## config.mk

```make
export PLATFORM = sky130hd
export DESIGN_NAME = fetch_sequencer
export DESIGN_NICKNAME = d
export VERILOG_FILES = /design/src/rtl/fetch_sequencer.sv
export SDC_FILE = /design/constraint.sdc
export NUM_CORES = 1
export LEC_CHECK = 0
export ABC_AREA = 0
export ABC_CLOCK_PERIOD_IN_PS = 2600
export CAP_MARGIN = 10
export CORE_AREA = 8 8 138 140
export CTS_CLUSTER_SIZE = 16
export DETAILED_ROUTE_END_ITERATION = 8
export DIE_AREA = 0 0 146 148
export HOLD_SLACK_MARGIN = 0.12
export PLACE_DENSITY = 0.8
export SKIP_CTS_REPAIR_TIMING = 1
export SYNTH_ARGS = -nofsm -noshare
export SYNTH_HDL_FRONTEND = slang
export SYNTH_SLANG_ARGS = --single-unit
```

## constraint.sdc

```tcl
create_clock -name clk -period 2.6 [get_ports clk]
set_clock_uncertainty 0.2 [all_clocks]
set_input_delay 0.26 -clock clk [delete_from_list [all_inputs] [get_ports clk]]
set_output_delay 0.26 -clock clk [all_outputs]
set_load 0.02 [all_outputs]
```

## src/rtl/fetch_sequencer.sv

```systemverilog
// fetch_sequencer
// Owns the program counter and sequences instruction-memory fetches for the
// single-issue core. Each fetched word is held for decode until it is
// accepted. Branch and jump redirects are applied without breaking an
// outstanding memory request.
//
// Ports
//   clk, rst_n                   clock, async active-low reset
//   imem_req/imem_addr           fetch request and word-aligned address
//   imem_ready/imem_rdata        request completion and returned word
//   instr_valid/instr/instr_pc   held instruction presented to decode
//   instr_accept                 decode consumes the held instruction
//   branch_taken/branch_target   resolved taken branch (1-cycle pulse)
//   jump_sel/jump_target         resolved jump (1-cycle pulse, beats branch)
//   fetch_count                  instructions accepted since reset
//
// state | meaning
// IDLE  | post-reset settle cycle, no request
// REQ   | request at pc outstanding
// DRAIN | old request outstanding, redirect pending
// HOLD  | fetched word held for decode
module fetch_sequencer #(
  parameter logic [31:0] RESET_PC = 32'h0000_0000
) (
  input  logic        clk,
  input  logic        rst_n,
  output logic        imem_req,
  output logic [31:0] imem_addr,
  input  logic        imem_ready,
  input  logic [31:0] imem_rdata,
  output logic        instr_valid,
  output logic [31:0] instr,
  output logic [31:0] instr_pc,
  input  logic        instr_accept,
  input  logic        branch_taken,
  input  logic [31:0] branch_target,
  input  logic        jump_sel,
  input  logic [31:0] jump_target,
  output logic [31:0] fetch_count
);

  typedef enum logic [1:0] {IDLE, REQ, DRAIN, HOLD} stateT;

  stateT       state, stateNext;
  logic        rstDone;
  logic [31:0] pc, pcNext;
  logic [31:0] pending, pendingNext;
  logic        capture, countInc;
  logic        redirect;
  logic [31:0] rawTarget, target;

  assign redirect  = branch_taken | jump_sel;
  assign rawTarget = jump_sel ? jump_target : branch_target;
  assign target    = rawTarget & 32'hFFFF_FFFC;

  // The request address is the pc itself; pc only moves when no request
  // is outstanding or in the cycle the outstanding request completes.
  assign imem_req    = (state == REQ) || (state == DRAIN);
  assign imem_addr   = pc;
  assign instr_valid = (state == HOLD);

  always_ff @(posedge clk or negedge rst_n) begin
    if (!rst_n) begin
      state       <= IDLE;
      rstDone     <= 1'b0;
      pc          <= RESET_PC;
      pending     <= 32'h0;
      instr       <= 32'h0;
      instr_pc    <= 32'h0;
      fetch_count <= 32'h0;
    end else begin
      state   <= stateNext;
      rstDone <= 1'b1;
      pc      <= pcNext;
      pending <= pendingNext;
      if (capture) begin
        instr    <= imem_rdata;
        instr_pc <= pc;
      end
      if (countInc) fetch_count <= fetch_count + 32'd1;
    end
  end

  always_comb begin
    stateNext   = state;
    pcNext      = pc;
    pendingNext = pending;
    capture     = 1'b0;
    countInc    = 1'b0;
    case (state)
      // rstDone keeps IDLE for the whole first cycle after reset release.
      IDLE: if (rstDone) stateNext = REQ;
      REQ: begin
        if (imem_ready) begin
          if (redirect) pcNext = target;
          else begin
            capture   = 1'b1;
            stateNext = HOLD;
          end
        end else if (redirect) begin
          pendingNext = target;
          stateNext   = DRAIN;
        end
      end
      DRAIN: begin
        // A redirect arriving with ready is newer than the pending one.
        if (imem_ready) begin
          pcNext    = redirect ? target : pending;
          stateNext = REQ;
        end else if (redirect) begin
          pendingNext = target;
        end
      end
      HOLD: begin
        if (redirect) begin
          pcNext    = target;
          stateNext = REQ;
        end else if (instr_accept) begin
          pcNext    = pc + 32'd4;
          countInc  = 1'b1;
          stateNext = REQ;
        end
      end
      default: stateNext = IDLE;
    endcase
  end

endmodule

```

==> After elaboration in Yosys (flattened, before gate mapping) <==
Index checks and enable logic that the tools add are counted.
{ "totals": {"regBits": 163, "in_bits": 102, "output_inout_bits": 130, "word_cells": 50} }
{ "classes": {"n_addsub": 2, "eq_ne": 10, "mux": 22, "bitwise_logic": 2, "n_reduce_logical": 7} }
{ "ops": {"columns": ["op", "n"], "rows": [
  ["two-way mux 32 bit", 7],
  ["one-hot mux 32 bit (3 select lines)", 1],
  ["adder 32 x 1 -> 32 bit (second input constant)", 1],
  ["adder 32 x 3 -> 32 bit (second input constant)", 1],
  ["two-way mux 2 bit", 7],
  ["AND reduction 5 bit", 2],
  ["!= test 2 bit (second input constant)", 4],
  ["one-hot mux 2 bit (4 select lines)", 1],
  ["two-way mux 1 bit", 6],
  ["!= test 3 bit (second input constant)", 2],
  ["== test 2 bit (second input constant)", 2],
  ["!= test 3 x 1 -> 1 bit (second input constant)", 1],
  ["nonzero test 3 bit", 1],
  ["== test 2 x 1 -> 1 bit (second input constant)", 1],
  ["logical NOT 2 bit", 1],
  ["AND reduction 2 bit", 1],
  ["OR reduction 2 bit", 1],
  ["logical OR 1 bit", 1],
  ["inverter 1 bit", 1],
  ["OR 1 bit", 1]
]} }

==> Longest topological paths before layout <==
{ "logic_depth": {"depth_word": 4, "depth_mapped": 9, "depth_no_buf": 7} }

==> Least setup slack after synthesis <==
No wires, ideal clock.
{ "synth_timing": {"kind": "register to register", "from": "register state[1]", "to": "register fetch_count[21]", "setup_time_ns": 0.130, "t_arrival_ns": 2.080, "t_required_ns": 2.270, "slack_ns": 0.190, "path_stages_with_launch": 9, "synth_period_minus_slack_ns": 2.410, "cell_sequence": "dfrtp_1 -> ha_1 -> buf_2 -> nand4bb_1 -> buf_4 -> nor4_4 -> nand2_2 -> or3_1 -> xnor2_1"} }
{ "synth_via": {"elab_chain_len": 2} }
{ "synth_lines": {"columns": ["item", "line", "rtl"], "rows": [
  ["start: declaration", "44", "stateT state, stateNext;"],
  ["start signal: assignment", "72", "state <= stateNext;"],
  ["== test 2 bit", null, null],
  ["net instr_valid", "31", "output logic instr_valid,"],
  ["two-way mux 1 bit", "90", "case (state)"],
  ["end signal: assignment", "80", "if (countInc) fetch_count <= fetch_count + 32'd1;"],
  ["end: declaration", "39", "output logic [31:0] fetch_count"]
]} }
The timed path passes the listed nets, and every way through them passes these cells.
A chain may end at the register's enable or synchronous reset.

==> Worst setup path after layout <==
{ "layout_timing": {"from": "register state[0]", "to": "register pc[24], in the netlist imem_addr[24]"} }
{ "layout_via": {"elab_chain_len": 3, "word_cells_on_any_way": 10, "cone_classes": "eq/ne (7); mux (1); reduce/logical (2)"} }
{ "layout_lines": {"columns": ["item", "line", "rtl"], "rows": [
  ["== test 2 bit / == test 2 x 1 -> 1 bit (equally long branches)", "90", null],
  ["!= test 3 x 1 -> 1 bit (no line), or another cell as far along", null, null],
  ["AND reduction 5 bit (no line)", null, null],
  ["end signal: assignment", "74", "pc <= pcNext;"],
  ["end: declaration", "46", "logic [31:0] pc, pcNext;"]
]} }
Parallel ways exist; a longest one is shown, timed or not.

==> summary.md <==
• 17 — number of buffers created by CTS
• 48 — standard-cell rows
• 17.8 mm — sum of net half-perimeters after detailed placement
• 0 — remaining global-route overflow
• 405 MHz — maximum operating frequency
• 13 — highest fanout seen on the critical path
• 66 — number of distinct standard cells referenced by the synthesized netlist
• 2 — Bufs on Longest Clock Path
• 730 — count of mapped cells out of synthesis
• sky130_fd_sc_hd__clkbuf_16 — Root Buffer Master
• 7920 sq um — Netlist Area Pre-Place
• 23.9 mm — drt total wl
• 46.8% — initial cell density of the core
• 0.43 ns — Clock Latency Late Sink
• 95.0% — final cycle utilization of the critical path
• 0 — Synth warnings
• met5 — uppermost layer routed
• 148 um — Die Ht
• 0 — # setup viols final
• 34.3% — Seq pwr share
• 0.06 ns — clock transition at the registers of the reported paths
• 838 — Post-Syn Nets
• 0 — DRC violation count after routing
• primary input to async pin — Hold/Removal Path Class
• 0.41 ns — largest stage delay on the critical path
• 19.4 um — routed length per placed instance
• complete, no violations — result of the run
• 16,900 sq um — area of the core
• 1,100 — Final Net Count
• 17.7% — proportion of layout cells with a drive suffix above 1
• 0.610 ns — Tightest Pin Transition
• 9.89 mm — sum of routed wire segments on met1
• 11,400 sq um — final cell area excluding filler cells
• 44.4% — Combinational Power Share
• 2.47 ns — post-route minimum period
• 21.3% — portion of total power attributed to the clock network
• 10,800 sq um — area post-placement
• 2 — number of antenna violations at the first check in global routing
• no — RSZ-0062 raised after global routing
• register to register — critical path type
• 0.844 — Final Wtd Congestion
• 480 — initial drt markers
• 59.3% — Relative slew margins
• 38.4 mm — wire length of the first global-routing pass
• 61 — pin count of the biggest net entering global routing
• 0 — number of slew-limit violations in the final report
• 2 — Worst Path Buf+Inv
• 232 — num ports
• 6,920 — vias after detailed routing
• 5.62 — detail-routed via count per cell
• register — startpoint type of the worst setup path
• inv_1 > ha_1 > buf_4 > nor2b_2 > mux2_2 > o211ai_1 > nand2_1 > o221a_2 — ordered cell list for the critical path
• 22.1% — overall global routing resource usage
• 2.58 ns — Arrival @ worst endpoint
• 1100 nW/um^2 — P per Cell Area
• 2.71 ns — WP data required
• 0 — count of max-cap constraint violations
• 7.77 mW — Pint
• sky130_fd_sc_hd__dfrtp_1 — most used flip-flop cell after synthesis
• 1,313 — fill count
• 51.5% — area share of the largest cell type after synthesis
• 5 — drt first pass iters
• 21,600 sq um — die outline area
• sky130_fd_sc_hd__dfrtp_1 — cell type contributing the most total cell area after synthesis
• 0.180 ns — worst hold slack
• done — TritonCTS clock tree
• sky130_fd_sc_hd__dfrtp_1 51%, sky130_fd_sc_hd__mux2_2 9.8%, sky130_fd_sc_hd__o21ai_0 4.1% — cells taking the most area after synthesis
• 163 — number of clock sinks seen by CTS
• 100% — asr flop ratio synth
• 0 — number of synthesized flops with an enable pin
• 4.83 nW — leakage component of the power
• register — endpoint class of the critical path
• 10.9 sq um — synthesized area divided by synthesized cell count
• compound AO/OA/AOI/OAI gates — cell family contributing the most delay on the critical path
• 227 — count of port buffers added during placement
• 2.12 mm — routed wire length on met3
• 4.72 mW — switching power
• 7,094 — vias in the first global route
• 0 — number of hold violations in the final report
• 163 — count of state elements after synthesis
• 37.8% — Sw Ratio
• 0 — number of routed nets with antenna violations
• 0.665 mV — largest vdd supply drop
• 146 um — Die Span X
• 11.6 mm — WL met2
• 4 — Max H-tree Level
• 43.8% — area growth from synthesis to final layout
• sky130_fd_sc_hd__dfrtp_1 — critical path's slowest cell
• 51.5% — Seq/Total Area, Yosys
## sequential cells by signal (all words and copies together), names as in the netlist
name / count
imem_addr: 32
fetch_count: 32
pending: 32
instr: 32
instr_pc: 32
rstDone: 1
state: 2
## metrics by stage
| stage | power (mW) | setup slack [ns] | setup TNS [ns] | std cells | util (%) |
|---|---|---|---|---|---|
| after global placement | 9.71 | 0.0421 | 0 | 1197 | 63.5 |
| after floorplan | 7.09 | 0.190 | 0 | 730 | - |
| final | 12.5 | 0.130 | 0 | 1231 | 67.3 |
| after global routing | 13.2 | 0.00711 | 0 | 1231 | 67.3 |
| after detailed placement | 9.85 | -0.00886 | -0.00886 | 1197 | 63.5 |
| after CTS | 12.6 | 0.0822 | 0 | 1229 | 67.2 |
## power by group through the flow
stage          Clock [mW]  Sequential [mW]  Combinational, mW
3_3_place_gp            0             4.26               5.45
6_report             2.66             4.29               5.54
2_1_floorplan           0             5.11               1.97
3_5_place_dp            0             4.32               5.54
5_1_grt              2.82             4.44               5.93
4_1_cts              2.70             4.28               5.58
## worst paths after layout
| kind | start | endpoint | slack [ns] | cells after the start |
|---|---|---|---|---|
| hold reg to reg | pending[21] | pending[21] | 0.28 | 2 |
| min in group clk | jump_sel | pending[2] | 0.24 | 3 |
| hold / removal | rst_n | fetch_count[20] | 0.18 | 2 |
| max in group asynchronous | rst_n | instr[9] | 1.22 | 3 |
| setup / recovery | state[0] | imem_addr[24] | 0.13 | 8 |
| setup reg to reg | state[0] | imem_addr[24] | 0.13 | 8 |
## synthesized netlist by cell type (9+ instances only)
cell / number
sky130_fd_sc_hd__xnor2_1: 25
sky130_fd_sc_hd__a21oi_1: 9
sky130_fd_sc_hd__nand3_1: 33
sky130_fd_sc_hd__mux2i_1: 30
sky130_fd_sc_hd__nand2_1: 74
sky130_fd_sc_hd__dfrtp_1: 163
sky130_fd_sc_hd__clkbuf_1: 20
sky130_fd_sc_hd__o21ai_0: 65
sky130_fd_sc_hd__inv_1: 15
sky130_fd_sc_hd__mux2_2: 69
sky130_fd_sc_hd__buf_2: 18
sky130_fd_sc_hd__nand4_1: 24
sky130_fd_sc_hd__nor2_1: 33
## cells in the final DEF (no fill, tap or decap), types with 15 or more instances in the layout
cell type / instances
sky130_fd_sc_hd__clkbuf_16: 17
sky130_fd_sc_hd__clkdlybuf4s50_1: 225
sky130_fd_sc_hd__inv_1: 15
sky130_fd_sc_hd__buf_4: 55
sky130_fd_sc_hd__o21ai_0: 65
sky130_fd_sc_hd__dfrtp_1: 163
sky130_fd_sc_hd__nand3_1: 33
sky130_fd_sc_hd__nand4_1: 24
sky130_fd_sc_hd__xnor2_1: 25
sky130_fd_sc_hd__mux2i_1: 30
sky130_fd_sc_hd__nor2_1: 33
sky130_fd_sc_hd__mux2_2: 69
sky130_fd_sc_hd__nand2_1: 74
## cell type report
class,instances,area (sq um),share of cell area (%)
clock buffer,19,453,3.97
inverter,15,56.3,0.494
tap,225,282,2.47
sequential,163,4080,35.8
clock inverter,13,170,1.49
antenna,1,2.50,0.0220
multi-input combinational,509,3600,31.6
timing repair buffer,286,2750,24.1
## metal layers
| metal | GRT usage (%) | vias up |
|---|---|---|
| met5 | 0 | - |
| met4 | 5.62 | 2 |
| met3 | 7.12 | 28 |
| met2 | 36.8 | 336 |
| met1 | 27.3 | 3360 |
| li1 | - | 3194 |
## cells by family after synthesis
group / synth area share (%)
flops: 51.5
mux: 13.6
compound gates: 13.2
xor+xnor: 3.54
simple gates: 13.9
other cells: 0.0473
fa+ha+maj: 0.947
buf+inv: 3.27
No activity file was read; power rests on OpenSTA's default activity.
